File: config.mk
export PLATFORM = sky130hd
export DESIGN_NAME = wb_arbiter
export DESIGN_NICKNAME = d
export VERILOG_FILES = /design/src/rtl/wb_arbiter.sv
export SDC_FILE = /design/constraint.sdc
export NUM_CORES = 1
export LEC_CHECK = 0
export ABC_AREA = 1
export BUFFER_PORTS_ARGS = -buffer_cell sky130_fd_sc_hd__buf_2
export CELL_PAD_IN_SITES_DETAIL_PLACEMENT = 0
export CELL_PAD_IN_SITES_GLOBAL_PLACEMENT = 1
export CORE_MARGIN = 2
export CORE_UTILIZATION = 33
export DETAILED_ROUTE_END_ITERATION = 6
export GPL_ROUTABILITY_DRIVEN = 0
export HOLD_SLACK_MARGIN = 0.05
export PLACE_DENSITY_LB_ADDON = 0.12
export SYNTH_ARGS = -nofsm -noshare
export SYNTH_HDL_FRONTEND = slang
export SYNTH_SLANG_ARGS = --single-unit
File: constraint.sdc
create_clock -name clk -period 2.1 [get_ports clk]
set_input_delay 0.105 -clock clk [delete_from_list [all_inputs] [get_ports clk]]
set_output_delay 0.105 -clock clk [all_outputs]
set_load 0.01 [all_outputs]
File: src/rtl/wb_arbiter.sv
// Writeback arbiter: round-robin sharing of the register-file write port between
// the ALU and LSU, a registered write stage, and a scoreboard of in-flight destinations.
module wb_arbiter #(
    parameter int unsigned XLEN = 32
) (
    input  logic            clk,
    input  logic            reset,
    input  logic            iss_valid,
    input  logic [4:0]      iss_rd,
    input  logic [4:0]      iss_rs1,
    input  logic [4:0]      iss_rs2,
    output logic            iss_stall,
    input  logic            alu_valid,
    input  logic [4:0]      alu_rd,
    input  logic [XLEN-1:0] alu_data,
    output logic            alu_ready,
    input  logic            lsu_valid,
    input  logic [4:0]      lsu_rd,
    input  logic [XLEN-1:0] lsu_data,
    output logic            lsu_ready,
    output logic            we,
    output logic [4:0]      rd,
    output logic [XLEN-1:0] rd_data,
    output logic [31:0]     busy
);

    typedef enum logic {
        GNT_ALU = 1'b0,
        GNT_LSU = 1'b1
    } grant_t;

    grant_t      last;
    logic [31:0] busy_next;

    // On contention the requester that did not win last time gets the port.
    always_comb begin
        alu_ready = 1'b0;
        lsu_ready = 1'b0;
        if (!reset) begin
            alu_ready = alu_valid && (!lsu_valid || last == GNT_LSU);
            lsu_ready = lsu_valid && (!alu_valid || last == GNT_ALU);
        end
    end

    always_comb begin
        iss_stall = iss_valid && (busy[iss_rs1] || busy[iss_rs2] || busy[iss_rd]);
    end

    // Clear is applied before set so a same-edge set of the same bit wins.
    always_comb begin
        busy_next = busy;
        if (we) begin
            busy_next[rd] = 1'b0;
        end
        if (iss_valid && !iss_stall && iss_rd != '0) begin
            busy_next[iss_rd] = 1'b1;
        end
        busy_next[0] = 1'b0;
    end

    always_ff @(posedge clk) begin
        if (reset) begin
            last    <= GNT_LSU;
            we      <= 1'b0;
            rd      <= '0;
            rd_data <= '0;
            busy    <= '0;
        end else begin
            busy <= busy_next;
            if (alu_ready) begin
                last    <= GNT_ALU;
                we      <= (alu_rd != '0);
                rd      <= alu_rd;
                rd_data <= alu_data;
            end else if (lsu_ready) begin
                last    <= GNT_LSU;
                we      <= (lsu_rd != '0);
                rd      <= lsu_rd;
                rd_data <= lsu_data;
            end else begin
                we <= 1'b0;
            end
        end
    end

endmodule

==> Word-level counts from Yosys, hierarchy flattened <==
Cells that the tools add are included.
{ "word_totals": {"register_bits": 71, "input_bits": 94} }
{ "op_classes": {"n_reduce_logical": 18, "order_cmp": 6, "n_bitwise": 4, "n_mux": 22} }
{ "ops": {"columns": ["op", "count"], "rows": [
  ["$mux W32", 4],
  ["$and A32 B32 Y32", 1],
  ["$not A32 Y32", 1],
  ["$or A32 B32 Y32", 1],
  ["$lt A5 B6 Y1 const B", 4],
  ["$bmux W1 S5", 3],
  ["$reduce_bool A5 Y1", 3],
  ["$mux W1", 11],
  ["$demux W1 S5", 2],
  ["$ge A5 B1 Y1 const B", 2],
  ["$mux W5", 2],
  ["$logic_and A1 B1 Y1", 7],
  ["$logic_or A1 B1 Y1", 4],
  ["$logic_not A1 Y1", 3],
  ["$reduce_bool A2 Y1", 1],
  ["$not A1 Y1", 1]
]} }

==> Longest topological paths before layout <==
{ "depth": {"word_depth": 9, "mapped_depth": 14, "mapped_depth_nobuf": 12} }

==> Least setup slack after synthesis <==
No wires, ideal clock.
{ "synth_path": {"kind": "register to register", "from": "reg last", "to": "reg rd[2]", "arrival_ns": 1.350, "stages_incl_launch_ff": 9, "t_required_ns": 1.972, "path_slack_ns": 0.623, "path_cell_list": "dfxtp_1 > inv_1 > nand2_1 > nand3_1 > nand2_1 > clkbuf_1 > nor2_1 > a221oi_1 > nor2_1"} }
{ "synth_between": {"elab_chain_cells": 5, "word_cells_on_any_way": 9} }
{ "synth_lines": {"columns": ["item", "line_no", "rtl"], "rows": [
  ["start: declaration", "32", "grant_t last;"],
  ["start signal: assignment", "63", "last <= GNT_LSU;"],
  ["start signal: assignment", "71", "last <= GNT_ALU;"],
  ["start signal: assignment", "76", "last <= GNT_LSU;"],
  ["$not A1 Y1", "41", "lsu_ready = lsu_valid && (!alu_valid || last == GNT_ALU);"],
  ["$logic_or A1 B1 Y1", "41", null],
  ["$logic_and A1 B1 Y1", "41", null],
  ["$mux W1", "39", "if (!reset) begin"],
  ["$reduce_bool A2 Y1 (no source line)", null, null],
  ["end signal: assignment", "73", "rd <= alu_rd;"],
  ["end signal: assignment", "78", "rd <= lsu_rd;"],
  ["end: declaration", "22", "output logic [4:0] rd,"]
]} }
Several ways; a longest one is shown, not always the timed one.
A chain may end at the register's enable or synchronous reset.

==> Worst setup path in the final report <==
{ "layout_path": {"from": "reg busy[30]", "to": "out iss_stall"} }
{ "layout_between": {"elab_chain_cells": 5, "word_cells_on_any_way": 9} }
{ "layout_lines": {"columns": ["item", "line_no", "rtl"], "rows": [
  ["start: declaration", "24", "output logic [31:0] busy"],
  ["start signal: assignment", "69", "busy <= busy_next;"],
  ["$bmux W1 S5", "46", "iss_stall = iss_valid && (busy[iss_rs1] || busy[iss_rs2] || busy[iss_rd]);"],
  ["$mux W1 (not written as such)", "46", null],
  ["$logic_or A1 B1 Y1", "46", null],
  ["$logic_or A1 B1 Y1 *", "46", null],
  ["$logic_and A1 B1 Y1 *", "46", null],
  ["end: declaration", "12", "output logic iss_stall,"]
]} }
Mark *: on every way between the ends. The rest lies on a longest branch, timed or not. The select of a mux whose other input is x is not followed.

==> impl_metrics.tcl <==
set metrics [dict create \
    fin_setup_tns_ns 0 \
    critPathKind "reg2out" \
    clock_sinks 70 \
    h-tree-depth 3 \
    final-hold-violation-count 0 \
    synthTopCellsByArea "dfxtp_1 (33%), nand2_1 (12%), a21oi_1 (8.1%)" \
    synth_top_area_frac 0.3271 \
    p_leak_nw 2.637 \
    finClkSkew_ns 0.01166 \
    grt_pass1_vias 5076 \
    clkTransAtPathRegs_ns 0.06 \
    path_buf_inv 3 \
    endpoint_kind "output pin" \
    nNetsFinal 920 \
    grt_max_degree 68 \
    cts_buffers 9 \
    rsz0062_at_grt "false" \
    crit_family "simple AND/OR/NAND/NOR gates" \
    yosysSeqAreaShare 0.3271 \
    cp_max_fo 16 \
    slowest_stage "dfxtp_1" \
    crit_chain "inv_1 > nand2_1 > nand3_1 > nand3_1 > nand3_1 > nand2_1 > nand2_1 > nand2_1 > nor2_4 > buf_12 > a21boi_1 > buf_2" \
    rr_endpoint "busy[8]$_SDFF_PP0_" \
    crit_path_start "busy[30]$_SDFF_PP0_" \
    drive_gt1_frac 0.2783 \
    syn_nets 757 \
    grt_pass1_wl_um 26430 \
    start_util 0.3381 \
    synth_area_um2 4284 \
    vdd_drop_max_mv 0.3781 \
    hp-class "in2reg" \
    layout_commonest_cell "buf_2" \
    cts_tree "done" \
    n_antenna_cell 0 \
    worstMarginPinSlew_ns 0.7429 \
    dp_hpwl_um 12040 \
    drv_slew 0 \
    io_buffers 165 \
    ys_dominant_reg_cell "dfxtp_1" \
    finalPower_mw 3.695 \
    synth_cell_types 33 \
    grt_use_total 0.2384 \
    first_pass_iters 7 \
    fin_crit_sh 0.9495 \
    synth_top_cell_by_area "dfxtp_1" \
    syn_inst 663 \
    grt-ovfl-total 0 \
    drt-total-wl_um 16650 \
    arrival_ns 1.89 \
    via_count 5195 \
    io_pins 167 \
    fill_cells 1386 \
    critPathMaxStageDelay_ns 0.33 \
    critPathRequiredTime_ns 2.00 \
    ys_ff_latch 70 \
    synth_edf_count 0 \
    antenna_found_initial 0 \
    fp.coreArea_um2 12670 \
    syn2layout_area_growth_pct 32.71 \
    via_per_inst 5.185 \
    final_cell_mix "buf_2 (165), nand2_1 (135), a21oi_1 (69), nand3_1 (68), dfxtp_1 (58)" \
    reg2regPathDepth 13 \
    r2r_setup_slack_ns 0.30 \
    status "complete, no violations" \
    clockRootBuffer "clkbuf_16" \
    start_kind "flop" \
    die_w_um 117.9 \
    clock_path_buffers 2 \
    power_density_nw_per_um2 649.8 \
    rows 41 \
    crit_cells 12 \
    clock_latency_ns 0.34 \
    ys_warn_count 0 \
    drv_cap 0 \
    drt_iter0_markers 397 \
    setup_viol 0 \
    max-slew-margin-rel 0.5047 \
    fmax_mhz 501.5 \
    r2r_start "busy[30]$_SDFF_PP0_" \
    drc_errors 0 \
    wl_per_cell_um 16.61 \
    cp_common_cell "nand2_1" \
    dieArea_um2 13910 \
    crit_end "iss_stall" \
    final_antenna_net_count 0 \
    synth.avg_cell_area_um2 6.462 \
    die_y_um 117.9 \
    synthArstFlopShare 0 \
    period_needed_ns 1.994 \
]
-- power breakdown --
| part | internal (mW) | total, mW | switching, mW |
|---|---|---|---|
| logic | 0.303 | 0.739 | 0.437 |
| registers | 1.39 | 1.43 | 0.0427 |
| clock network | 0.941 | 1.52 | 0.581 |
| total | 2.63 | 3.69 | 1.06 |
-- what timing repair did --
action                     in CTS  in global routing
buffers inserted                0                  1
resized for setup               0                 21
hold buffers                   14                  0
setup endpoints to repair       0                  1
hold endpoints to repair       13                  0
-- worst reg2reg max path: stages (launching register included) --
cell       delay [ns]
dfxtp_1          0.33
inv_1            0.17
nand2_1          0.08
nand3_1          0.07
nand3_1          0.08
nand3_1          0.07
nand2_1          0.06
nand2_1          0.05
nand2_1          0.10
nor2_4           0.17
buf_4            0.14
clkbuf_16        0.16
nand4_1          0.10
a21oi_1          0.14
-- per-layer routing --
metal  GRT usage  vias to the layer above  share of wire
met5           0                        -              0
met4     0.09639                        0          0.031
met3     0.06298                       33          0.078
met2      0.3921                      205           0.47
met1      0.2958                     2392           0.42
li1            -                     2565              -
-- stage by stage --
stage	util	instance area [um2]	worst slack (ns)	std cells	hold WS, ns
after detailed placement	0.4106	5202	0.3047	971	0.3713
after CTS	0.4446	5633	0.07141	1000	0.05037
after floorplan	-	4284	0.6227	663	0.2341
after global routing	0.4487	5685	0.003449	1002	0.06051
final	0.4487	5685	0.1061	1002	0.05724
after global placement	0.4106	5202	0.3556	971	0.3479
-- worst min-delay path by stage --
stage / slack [ns] / end / start / cells after the start
finish: 0.06 / rd_data[29]$_SDFFE_PP0P_ / alu_data[29] / 3
detailed placement: 0.37 / we$_SDFF_PP0_ / alu_rd[3] / 3
CTS: 0.05 / rd_data[8]$_SDFFE_PP0P_ / lsu_data[8] / 3
global route: 0.06 / rd[1]$_SDFFE_PP0P_ / alu_rd[1] / 3
floorplan: 0.23 / last$_SDFFE_PP1P_ / alu_valid / 1
global placement: 0.35 / last$_SDFFE_PP1P_ / alu_valid / 2
-- registers in the layout (all words and copies together), names as in the netlist --
register,cells
busy,31
last,1
rd_data,32
we,1
rd,5
-- kinds of logic (layout without fill, tap and decap cells) --
group | after synthesis | after routing | share of synthesized area
and+or+nand+nor | 296 | 296 | 0.3070
AOI/OAI and AO/OA | 184 | 184 | 0.2433
buffers and inverters | 112 | 279 | 0.1218
DFF | 70 | 70 | 0.3271
other | 1 | 1 | 0.0008753
-- cell usage after synthesis, types with 8 or more instances --
| cell | count |
|---|---|
| a21oi_1 | 69 |
| buf_2 | 14 |
| buf_4 | 8 |
| clkbuf_1 | 12 |
| dfxtp_1 | 70 |
| inv_1 | 59 |
| inv_2 | 8 |
| nand2_1 | 135 |
| nand3_1 | 68 |
| nand4_1 | 31 |
| nor2_1 | 44 |
| nor3_1 | 8 |
| o21a_1 | 28 |
| o21ai_0 | 54 |
| o21ai_1 | 11 |
-- area by class of cell --
type / instances / area [um2] / area share
Inverter: 70 / 264.0 / 0.04643
Timing Repair Buffer: 194 / 1134 / 0.1994
Multi-Input combinational cell: 481 / 2366 / 0.4162
Clock inverter: 4 / 47.55 / 0.008363
Sequential cell: 70 / 1416 / 0.2491
Tap cell: 172 / 215.2 / 0.03785
Clock buffer: 11 / 242.7 / 0.04269
(Power assumes the default switching activity.)
